[src/rtl/acc_processor_top.sv]
// 8-bit accumulator processor: 16-word program ROM, 16-byte RAM, fetch -> execute pipeline.
// Define ACC_INTERRUPT_EN to build the maskable interrupt, IE flag, saved PC and RETI.
module acc_processor_top #(
   parameter logic [3:0] IVEC = 4'hE
) (
   input  logic       clk,
   input  logic       StartEverything,
   input  logic       secondstagereset,
   input  logic       interrupt,
   output logic [7:0] ACCout,
   output logic       coutRegout,
   output logic       zeroRegout,
   output logic       overflowRegout
);
   localparam int DATA_W = 8;
   localparam logic [11:0] NOP_WORD = 12'h000;

   typedef enum logic [3:0] {
      OP_NOP = 4'h0, OP_LDI = 4'h1, OP_LDA = 4'h2, OP_STA = 4'h3,
      OP_ADDI = 4'h4, OP_ADD = 4'h5, OP_SUBI = 4'h6, OP_ANDI = 4'h7,
      OP_ORI = 4'h8, OP_XORI = 4'h9, OP_SHL = 4'hA, OP_SHR = 4'hB,
      OP_JMP = 4'hC, OP_JZ = 4'hD, OP_JC = 4'hE, OP_SYS = 4'hF
   } op_t;

   function automatic logic [11:0] rom_word(input logic [3:0] a);
      case (a)
         4'h0:    rom_word = 12'h105;
         4'h1:    rom_word = 12'h47D;
         4'h2:    rom_word = 12'h47E;
         4'h3:    rom_word = 12'h300;
         4'h4:    rom_word = 12'h601;
         4'h5:    rom_word = 12'hC05;
         4'hE:    rom_word = 12'h1AA;
         4'hF:    rom_word = 12'hF01;
         default: rom_word = NOP_WORD;
      endcase
   endfunction

   function automatic logic [DATA_W:0] add_carry(input logic [DATA_W-1:0] a, input logic [DATA_W-1:0] b,
                                                 input logic cin);
      add_carry = {1'b0, a} + {1'b0, b} + {{DATA_W{1'b0}}, cin};
   endfunction

   function automatic logic add_ovf(input logic signed [DATA_W-1:0] a, input logic signed [DATA_W-1:0] b,
                                    input logic signed [DATA_W-1:0] r);
      add_ovf = (a[DATA_W-1] == b[DATA_W-1]) && (r[DATA_W-1] != a[DATA_W-1]);
   endfunction

   logic [3:0]        pc_p0;
   logic [11:0]       ir_p1;
   logic [DATA_W-1:0] acc, acc_n;
   logic              c_flag, z_flag, v_flag, c_n, z_n, v_n;
   logic [DATA_W-1:0] ram [16];
   logic [DATA_W-1:0] opnd, ram_rd, x_op;
   logic [DATA_W:0]   sum;
   logic [3:0]        addr, pc_n;
   logic [11:0]       ir_n;
   logic              acc_wr, ram_we, jump, halt, reti;
   op_t               op;

   assign op     = op_t'(ir_p1[11:8]);
   assign opnd   = ir_p1[7:0];
   assign addr   = ir_p1[3:0];
   assign ram_rd = ram[addr];

   // ---- execute stage (p1): ALU, flags, branch resolution ----
   always_comb begin
      acc_n  = acc;
      c_n    = c_flag;
      v_n    = v_flag;
      acc_wr = 1'b0;
      ram_we = 1'b0;
      jump   = 1'b0;
      halt   = 1'b0;
      reti   = 1'b0;
      x_op   = (op == OP_ADD) ? ram_rd : (op == OP_SUBI) ? ~opnd : opnd;
      sum    = add_carry(acc, x_op, op == OP_SUBI);
      case (op)
         OP_LDI:  begin acc_n = opnd;   acc_wr = 1'b1; end
         OP_LDA:  begin acc_n = ram_rd; acc_wr = 1'b1; end
         OP_STA:  ram_we = 1'b1;
         OP_ADDI, OP_ADD, OP_SUBI: begin
            {c_n, acc_n} = sum;
            v_n    = add_ovf(acc, x_op, sum[DATA_W-1:0]);
            acc_wr = 1'b1;
         end
         OP_ANDI: begin acc_n = acc & opnd; acc_wr = 1'b1; end
         OP_ORI:  begin acc_n = acc | opnd; acc_wr = 1'b1; end
         OP_XORI: begin acc_n = acc ^ opnd; acc_wr = 1'b1; end
         OP_SHL:  begin c_n = acc[DATA_W-1]; acc_n = {acc[DATA_W-2:0], 1'b0}; acc_wr = 1'b1; end
         OP_SHR:  begin c_n = acc[0]; acc_n = {1'b0, acc[DATA_W-1:1]}; acc_wr = 1'b1; end
         OP_JMP:  jump = 1'b1;
         OP_JZ:   jump = z_flag;
         OP_JC:   jump = c_flag;
         OP_SYS: begin
            if (opnd[0]) begin
`ifdef ACC_INTERRUPT_EN
               reti = 1'b1;
`endif
            end else begin
               halt = 1'b1;
            end
         end
         default: ;
      endcase
      z_n = acc_wr ? (acc_n == '0) : z_flag;
   end

`ifdef ACC_INTERRUPT_EN
   logic       ie, ie_n;
   logic [3:0] saved_pc, saved_n;
`else
   logic unused_irq;
   assign unused_irq = interrupt ^ reti;
`endif

   // ---- fetch stage (p0): next PC / IR, bubbles and vectoring ----
   always_comb begin
      pc_n = pc_p0 + 4'd1;
      ir_n = rom_word(pc_p0);
      if (jump) begin
         pc_n = addr;
         ir_n = NOP_WORD;
      end else if (halt) begin
         pc_n = pc_p0;
         ir_n = ir_p1;
      end
`ifdef ACC_INTERRUPT_EN
      ie_n    = ie;
      saved_n = saved_pc;
      if (reti) begin
         pc_n = saved_pc;
         ir_n = NOP_WORD;
         ie_n = 1'b1;
      end
      if (interrupt && ie) begin
         saved_n = jump ? addr : pc_p0 - 4'd1;
         pc_n    = IVEC;
         ir_n    = NOP_WORD;
         ie_n    = 1'b0;
      end
`endif
   end

   always_ff @(posedge clk) begin
      if (StartEverything) begin
         pc_p0  <= '0;
         ir_p1  <= NOP_WORD;
         acc    <= '0;
         c_flag <= 1'b0;
         z_flag <= 1'b0;
         v_flag <= 1'b0;
`ifdef ACC_INTERRUPT_EN
         ie       <= 1'b1;
         saved_pc <= '0;
`endif
      end else if (secondstagereset) begin
         // flush squashes the execute stage; interrupt waits a cycle
         pc_p0 <= pc_p0 + 4'd1;
         ir_p1 <= NOP_WORD;
      end else begin
         pc_p0  <= pc_n;
         ir_p1  <= ir_n;
         acc    <= acc_n;
         c_flag <= c_n;
         z_flag <= z_n;
         v_flag <= v_n;
`ifdef ACC_INTERRUPT_EN
         ie       <= ie_n;
         saved_pc <= saved_n;
`endif
      end
   end

   // RAM contents survive reset
   always_ff @(posedge clk) begin
      if (!StartEverything && !secondstagereset && ram_we)
         ram[addr] <= acc;
   end

   assign ACCout         = acc;
   assign coutRegout     = c_flag;
   assign zeroRegout     = z_flag;
   assign overflowRegout = v_flag;
endmodule

[config.mk]
export PLATFORM = sky130hd
export DESIGN_NAME = acc_processor_top
export DESIGN_NICKNAME = d
export VERILOG_FILES = /design/src/rtl/acc_processor_top.sv
export SDC_FILE = /design/constraint.sdc
export NUM_CORES = 1
export LEC_CHECK = 0
export CORE_MARGIN = 1.5
export CORE_UTILIZATION = 30
export DETAILED_ROUTE_END_ITERATION = 8
export GPL_ROUTABILITY_DRIVEN = 0
export PLACE_DENSITY = 0.41
export SLEW_MARGIN = 20
export SYNTH_ARGS = -nofsm -noshare
export SYNTH_HDL_FRONTEND = slang
export SYNTH_SLANG_ARGS = --single-unit
[constraint.sdc]
create_clock -name clk -period 7.2 [get_ports clk]
set_clock_uncertainty 0.2 [all_clocks]
set_input_delay 1.44 -clock clk [delete_from_list [all_inputs] [get_ports clk]]
set_output_delay 1.44 -clock clk [all_outputs]
set_load 0.01 [all_outputs]
==> results, run 1 <==
- The count of standard-cell rows is 58.
- On the final layout, the worst hold slack is 283.2 ps.
- The most common flop cell mapped by yosys is sky130_fd_sc_hd__edfxtp_1.
- The via count of the first global-routing pass is 4987.
- The initial antenna violation count is 0.
- The final layout contains routed wiring with a total length of ~22000 um.
- The number of gates resized after CTS is 0.
- The total of endpoints with negative setup slack in the final report is 0.
- The required time reported for the critical path endpoint is 7350 ps.
- The number of different library cells used by synthesis comes to ~70.
- The number of routed nets with antenna violations is 0.
- The critical path is of the reg2reg type.
- Compared with the post-synthesis result, the final layout area differs by 14.38%.
- The largest buffer count on any clock path is 2.
- After synthesis, the mean cell area works out to between 10 and 15 um^2.
- In this run, synthesis inferred ~130 flip-flops with an integrated enable.
- Measured along the x axis, the die boundary spans 163.4 um.
- The die is 163.4 um tall.
- The post-placement setup slack is approximately 2300 ps.
- In this run the critical register-to-register path is launched from ir_p1[5].
- The share of the Yosys chip area taken by registers is between 50% and 60%.
- The worst slew margin relative to its limit is between 30% and 40%.
- The global route total overflow is 0.
- The number of nets in the finished design is ~650.
- After layout, the worst path uses between 60 and 70% of the clock period.
- The max-cap check violation count is 0.
- The signal on the critical path passes through inv_1 > mux2i_1 > nand2_1 > nand2_1 > a311oi_1 > a21oi_1 > a21oi_1 > fa_1 > inv_1 > fa_1 > nor2b_1 > o31a_1 > nor4_1 > nor4_1 > a211oi_1 > nand2_1 > o31ai_2.
- Dividing the detail-routed wire length by the instance count gives between 20 and 25 um.
- The pin count of the biggest net entering global routing is between 40 and 50.
- The final-report max-slew violation count is 0.
- 0 antenna diodes ended up in the layout.
- For the worst setup path, the data arrival time is ~5100 ps.
- The total number of yosys warnings is 0.
- The share of cells above drive strength 1 is between 10% and 20%.
- The netlist area before placement is around 0.0077 mm^2.
- The cell sitting at the root of the clock tree is a sky130_fd_sc_hd__clkbuf_16.
- The detailed placement HPWL is 14100 um.
- The TritonCTS clock tree is done.
- Setup slack on the worst reg-to-reg path comes out at between 2000 and 2500 ps.
- The largest stage delay on the critical path is around 840 ps.
- After clock tree synthesis, the clock-pin slew on the worst setup and hold paths is roughly 70 ps.
- For this design, the CTS-stage hold fixing added 0 buffers.
- TritonCTS created 17 clock buffers.
- The initial core utilization is ~31%.
- The worst min-delay path endpoint is overflowRegout.
- In this run the worst path has a maximum fanout of 18.
- The die area is approximately 0.027 mm^2.
- The worst-case reg-to-reg path depth is 17.
- After layout, the design draws a total of between 2 and 2.5 mW.
- The I/O pin count is 15.
- Synthesis produced a netlist whose cell count is a little under 600.
- The slew of the pin with the lowest slew margin is 1022 ps.
- The total leakage power is around 3 nW.
- Dividing the detail-routed via count by the number of cells gives roughly 5.4.
- The end of the worst register-to-register path is zeroRegout.
- The hold violation total from the final report is 0.
- The critical hold path startpoint is overflowRegout.
- The first-pass GRT wire length is 32330 um.
- The instance count along the most critical hold path is 2.
- The worst ir drop on vdd is approximately 0.15 mV.
- The final critical-path required period is 4992 ps.
- In this design, the critical path's most frequently occurring cell is sky130_fd_sc_hd__nand2_1.
- Buffers added to address setup during post-CTS repair amount to 0.
- In this run, the number of DRC markers left after iteration 0 of detailed routing was between 300 and 400.
- CTS saw 153 sinks.
- Setup repair after global routing left no endpoint under its margin.
- During placement, the flow inserted port buffers numbering 13.
- The area of the multi-input gates is between 0.003 and 0.004 mm^2.
- In the routed design, unresolved DRC markers number 0.
- The critical path's slowest cell is sky130_fd_sc_hd__dfxtp_1.
- The type of the tightest min-delay check is reg2reg.
- STA classifies the critical path endpoint as a flop.
- The synthesized net count is approximately 630.
- The commonest non-fill, non-tap cell in the layout is sky130_fd_sc_hd__edfxtp_1.
- The vias after detailed routing is just over 5000.
- Summing all flip-flop and latch instances after layout gives approximately 0.0043 mm^2.
- For this design the ratio of total power to cell area is around 250 mW/mm^2.
- The detailed-routing iteration count for the pre-antenna-repair pass is 5.
- The post-place instance area is approximately 0.008 mm^2.
- At the later pin of the worst-skew pair, clock insertion delay measures approximately 430 ps.
- The clock tree synthesis step divided the H-tree into 4 levels.
- Global routing used around 17% of the available tracks.
- The flow ran to the end, and the final reports show no timing, DRC or antenna violations.
- The core region is ~0.025 mm^2.
- Setup slack on the critical path of the routed design comes to between 2000 and 2500 ps.
- The top cell types in the final layout, fill and taps aside, are 128 x sky130_fd_sc_hd__edfxtp_1, 59 x sky130_fd_sc_hd__nor2_1, 33 x sky130_fd_sc_hd__a21oi_1, 33 x sky130_fd_sc_hd__nand2_1, 28 x sky130_fd_sc_hd__ha_1.
- The filler cells instantiated in the layout total between 2000 and 2500.
- The worst setup path is launched from a flop.
- Timing would allow up to 200.3 MHz.
- The fraction of registers with async set or reset after synthesis is 0%.
- In the final timing run, aggregate negative setup slack is 0 ps.
- The final standard cell area without fillers is around 0.0088 mm^2.
- Synthesis inferred 153 register bits.
## synth_stat cells, types with 3 or more instances
cell	number	area, um^2
sky130_fd_sc_hd__nor3_1	16	80.08
sky130_fd_sc_hd__nor2_1	59	221.5
sky130_fd_sc_hd__xnor2_1	3	26.28
sky130_fd_sc_hd__edfxtp_1	128	3844
sky130_fd_sc_hd__buf_1	4	15.01
sky130_fd_sc_hd__o22ai_1	8	50.05
sky130_fd_sc_hd__dfxtp_1	25	500.5
sky130_fd_sc_hd__o211ai_1	3	22.52
sky130_fd_sc_hd__a22oi_1	4	30.03
sky130_fd_sc_hd__a211oi_1	9	67.56
sky130_fd_sc_hd__a22o_1	3	26.28
sky130_fd_sc_hd__o21ai_0	21	105.1
sky130_fd_sc_hd__clkbuf_1	26	97.59
sky130_fd_sc_hd__ha_1	28	350.3
sky130_fd_sc_hd__a21oi_1	33	165.2
sky130_fd_sc_hd__or2_2	3	18.77
sky130_fd_sc_hd__o2111ai_1	3	26.28
sky130_fd_sc_hd__xor2_1	3	26.28
sky130_fd_sc_hd__and2_1	4	25.02
sky130_fd_sc_hd__inv_1	21	78.83
sky130_fd_sc_hd__nand2b_1	9	56.30
sky130_fd_sc_hd__a221oi_1	3	26.28
sky130_fd_sc_hd__mux2i_1	17	170.2
sky130_fd_sc_hd__nand2_1	33	123.9
sky130_fd_sc_hd__nand3_1	9	45.04
sky130_fd_sc_hd__nor2b_1	10	62.56
sky130_fd_sc_hd__mux4_1	13	341.6
sky130_fd_sc_hd__mux2_2	6	67.56
sky130_fd_sc_hd__a31oi_1	10	62.56
sky130_fd_sc_hd__a32oi_1	3	26.28
sky130_fd_sc_hd__and3_1	7	43.79
sky130_fd_sc_hd__mux4_2	18	405.4
sky130_fd_sc_hd__nor4_1	4	25.02
## metal layers
| layer | global-route usage, % | up-vias | part of all wire [%] |
|---|---|---|---|
| li1 | - | 2346 | - |
| met2 | 25.91 | 139 | 46 |
| met4 | 6.797 | 0 | 3.2 |
| met1 | 23.43 | 2625 | 46 |
| met3 | 3.809 | 42 | 4.8 |
| met5 | 0 | - | 0 |
## area by class of cell
cell class              count  area share [%]
repair buffers             33           3.175
multi-input cells         384           35.06
clock inverters            15           2.055
flip-flops and latches    153           49.23
well taps                 330           4.677
inverters                  23          0.9779
clock buffers              17           4.819
## report_power, final
| group | internal, mW | total, mW | switching (mW) | leakage (nW) |
|---|---|---|---|---|
| logic | 0.0927 | 0.248 | 0.155 | 1.30 |
| registers | 0.976 | 0.998 | 0.0217 | 1.41 |
| clock network | 0.526 | 0.924 | 0.398 | 0.297 |
| total | 1.59 | 2.17 | 0.575 | 3.01 |
## state kept, by name, summed over array words and instances, names as in the netlist
name	cells
ram	128
overflowRegout	1
zeroRegout	1
coutRegout	1
pc_p0	4
ACCout	8
ir_p1	10
## cells by family (layout without fill, tap and decap cells)
logic type | count (synthesis) | count (layout) | synth area share (%)
AOI/OAI and AO/OA | 126 | 126 | 11.07
DFF | 153 | 153 | 56.28
and+or+nand+nor | 168 | 168 | 10.54
buffers and inverters | 60 | 88 | 3.615
adders and majority gates | 30 | 30 | 5.058
muxes | 54 | 54 | 12.76
xor gates and xnor gates | 6 | 6 | 0.6809
## critical path: cells and delay by family, from the launching register on
family                   cells  cell delay, ps
AO/OA/AOI/OAI                6            1190
flip-flops                   1             840
AND/OR/NAND/NOR              6             750
buffers and inverters        2             700
adder cells (fa/ha/maj)      2             660
multiplexers                 1             560
## worst max path at each step
stage,start,to,slack [ps],cells past startpoint
after CTS,ir_p1[0],zeroRegout,2260,18
final,ir_p1[5],zeroRegout,2210,17
after detailed placement,ir_p1[0],zeroRegout,2280,18
after global routing,ir_p1[0],zeroRegout,2000,18
after global placement,ir_p1[0],zeroRegout,2260,18
after floorplan,ir_p1[0],ACCout[6],3370,19
## per-stage QoR
stage,util (%),instances
finish,35.06,955
global route,35.06,955
CTS,35.06,955
detailed placement,32.65,923
global placement,32.65,923
floorplan,-,597
(Power assumes the default switching activity.)
==> inputs of run 2 (changes only) <==
- PLACE_DENSITY: 0.41 -> 0.43
- clock period: 7.2 -> 4.3 ns (I/O delays scaled with it)
==> run 2 against run 1 <==
Net effect: critical path depth is the same; maximum frequency grew 20%; count of clock-buffer cells in the layout grew 1; clock power grew 54%; global-route usage shrank 0.33 points; total power grew 64%; design area grew 5.4%; via count grew 0.85%; die area is the same; non-clock buffer count grew 50; routed wire length shrank 3.8%; highest routed layer unchanged.
==> results, run 2 (synthesis results as in run 1) <==
- VDD sags by at most around 0.24 mV.
- The final-report max-slew violation count came to 0.
- The number of cells on the worst reg-to-reg path is 17.
- Global routing used 16.69% of the available tracks across all layers.
- In this run the clock root is driven by a sky130_fd_sc_hd__clkbuf_16.
- The via count of the first global-routing pass was 5399.
- The slowest stage of the critical path belongs to the cell sky130_fd_sc_hd__mux4_1.
- The die covers about 0.027 mm^2.
- The I/O pin count is 15.
- The required time reported for the critical path endpoint is approximately 4400 ps.
- The number of routed nets with antenna violations is 0.
- The path length in cells of the critical path is 17.
- The quantity of I/O buffers inserted on ports is 13.
- The share of cells above drive strength 1 is 21.78%.
- The timing-limited maximum frequency is between 200 and 250 MHz.
- The library cell used most frequently in the layout, excluding fill and tap cells, is sky130_fd_sc_hd__edfxtp_1.
- Including well taps, the total number of placed cells is between 900 and 1000.
- The area of the core is ~0.025 mm^2.
- In this run the tightest slew margin relative to its limit is 30.86%.
- The largest fanout of any net on the critical path is 7.
- The first-pass GRT wire length is 32430 um.
- Once placement finished, the instance area stood at roughly 0.0086 mm^2.
- STA classifies the critical path startpoint as a flop.
- The flip-flop count of the largest register, all copies and words added is roughly 130.
- The initial core utilization is 30.65%.
- The finished layout holds between 1000 and 1500 standard cells, fillers aside.
- The number of nets in the finished design is 696.
- Clock tree synthesis inserted a total of 17 buffers.
- The end-of-flow core utilization is between 30% and 40%.
- The final worst-path cycle share is between 90 and 100%.
- The flow ran to the end, and the final reports show no timing, DRC or antenna violations.
- The pin count of the biggest net entering global routing is 26.
- In this run the power density over the cells is between 300 and 400 mW/mm^2.
- Setup violations remaining at the end of the flow were counted as 0.
- Broken down by cell family, the worst path's largest delay share belongs to compound AO/OA/AOI/OAI gates.
- Setup repair after global routing could not meet its margin everywhere.
- Before CTS, the worst setup slack after placement is -216.6 ps.
- The largest buffer count on any clock path is 2.
- The initial antenna violation count is 0.
- The category of the most critical setup path is reg2reg.
- 0 antenna diodes ended up in the layout.
- The critical path contains buffers and inverters numbering 2 combined.
- The wire length on met2 is 10130 um.
- The largest register by flop count is ram.
- The met3 wire length is 858 um.
- After routing the design area is a little over 0.009 mm^2.
- Dividing the detail-routed wire length by the instance count gives 20.82 um.
- The worst path needs 4154 ps of the cycle, external delays included.
- Setup slack closes at 146.0 ps.
- Signal routing reaches up to met4.
- The fill cell instance count of the final layout is about 2400.
- For this run, design rule violations remaining after detail routing come to 0.
- Hold is met by between 200 and 300 ps.
- The relative area change from synthesis to final layout is 20.57%.
- Summed over all nets, the half-perimeter wirelength after detailed placement is roughly 15000 um.
- The clock transition at the register clock pins on the worst setup and hold paths after CTS is around 70 ps.
- The TritonCTS clock tree is done.
- For this design the static power due to leakage is around 3.3 nW.
- The final wirelength is around 21000 um.
- The floorplan die width is around 160 um.
- The clock reaches the later pin of the worst-skew pair after approximately 430 ps.
- The hold violation total from the final report was 0.
- The type of element capturing the critical path is a flop.
- The type of the tightest min-delay check is reg2reg.
- At the pin with the least slew margin, the transition time is between 1000 and 1500 ps.
- After detailed routing, the wire length on met1 is 9430 um.
- Row generation in the floorplan step produced a little under 60 rows.
- The H-tree was split into 4 levels.
- The number of vias per cell after detailed routing is ~5.2.
- The instance count along the most critical hold path is 2.
- On the worst path, the slowest cell contributes a delay of approximately 620 ps.
- The global route total overflow is 0.
- In the final timing run, aggregate negative setup slack is 0 ps.
- The max-cap check violation count is 0.
- The routed layout has about 5200 vias.
- The critical path data arrival time is ~4300 ps.
- The design draws roughly 3.6 mW.
- The iteration-0 DRC count of the detailed router is between 300 and 400.
- The number of sinks on the clock net is roughly 150.
- The critical path goes through buf_12 > mux4_1 > mux2i_4 > nand2_1 > nand2_1 > a311oi_1 > a21oi_1 > a21oi_1 > fa_2 > inv_1 > fa_1 > nor2b_1 > o31a_1 > o311a_1 > nor4_4 > a211oi_2 > a211oi_1.
- Leaving out fill and tap cells, the most frequent cells in the layout are 128 x sky130_fd_sc_hd__edfxtp_1, 65 x sky130_fd_sc_hd__buf_4, 59 x sky130_fd_sc_hd__nor2_1.
- The die height is 163.4 um.
- The first detailed-routing pass ran for 5 iterations.
run 2: cell count changes in the layout (fill, tap and decap cells not counted), sizes merged:
cell    change
clkbuf      +1
inv         +1
buf        +50
bufinv      -2
run 2: layout make-up:
type	instances	area, um^2	share of cell area [%]
Clock buffer	18	429.2	4.611
Clock inverter	14	130.1	1.398
Inverter	23	86.33	0.9277
Multi-Input combinational cell	384	3189	34.27
Sequential cell	153	4349	46.73
Tap cell	330	412.9	4.437
Timing Repair Buffer	83	709.4	7.623
run 2: what timing repair did:
| item | 4_1_cts | 5_1_grt |
|---|---|---|
| endpoints found under the setup margin | 6 | 6 |
| pin swaps | 0 | 2 |
| gates cloned | 0 | 0 |
| endpoints found under the hold margin | 0 | 0 |
| buffers inserted | 3 | 5 |
| gates resized for setup | 3 | 16 |
| hold buffers | 0 | 0 |
run 2: path summary, 6_finish.rpt:
kind,start,end,slack (ps)
min reg2reg,overflowRegout,overflowRegout,280
min,overflowRegout,overflowRegout,280
max,ir_p1[0],ACCout[6],150
max reg2reg,ir_p1[0],ACCout[6],150
run 2: per-layer routing:
metal	up-vias	GRT usage, %
met5	-	0
met2	117	27.06
met1	2611	21.81
met3	30	3.352
met4	0	6.672
li1	2438	-
run 2: worst reg2reg max path: stages (launching register included):
cell and delay, ps:
sky130_fd_sc_hd__dfxtp_4 370, sky130_fd_sc_hd__buf_12 140, sky130_fd_sc_hd__mux4_1 630, sky130_fd_sc_hd__mux2i_4 190, sky130_fd_sc_hd__nand2_1 90, sky130_fd_sc_hd__nand2_1 90, sky130_fd_sc_hd__a311oi_1 90, sky130_fd_sc_hd__a21oi_1 130
sky130_fd_sc_hd__a21oi_1 70, sky130_fd_sc_hd__fa_2 410, sky130_fd_sc_hd__inv_1 90, sky130_fd_sc_hd__fa_1 220, sky130_fd_sc_hd__nor2b_1 70, sky130_fd_sc_hd__o31a_1 340, sky130_fd_sc_hd__o311a_1 410, sky130_fd_sc_hd__nor4_4 190
sky130_fd_sc_hd__a211oi_2 100, sky130_fd_sc_hd__a211oi_1 250
run 2: report_power, final:
group,switching [mW],internal (mW)
Clock,0.661,0.764
Sequential,0.0330,1.63
Combinational,0.271,0.206
Total,0.964,2.60
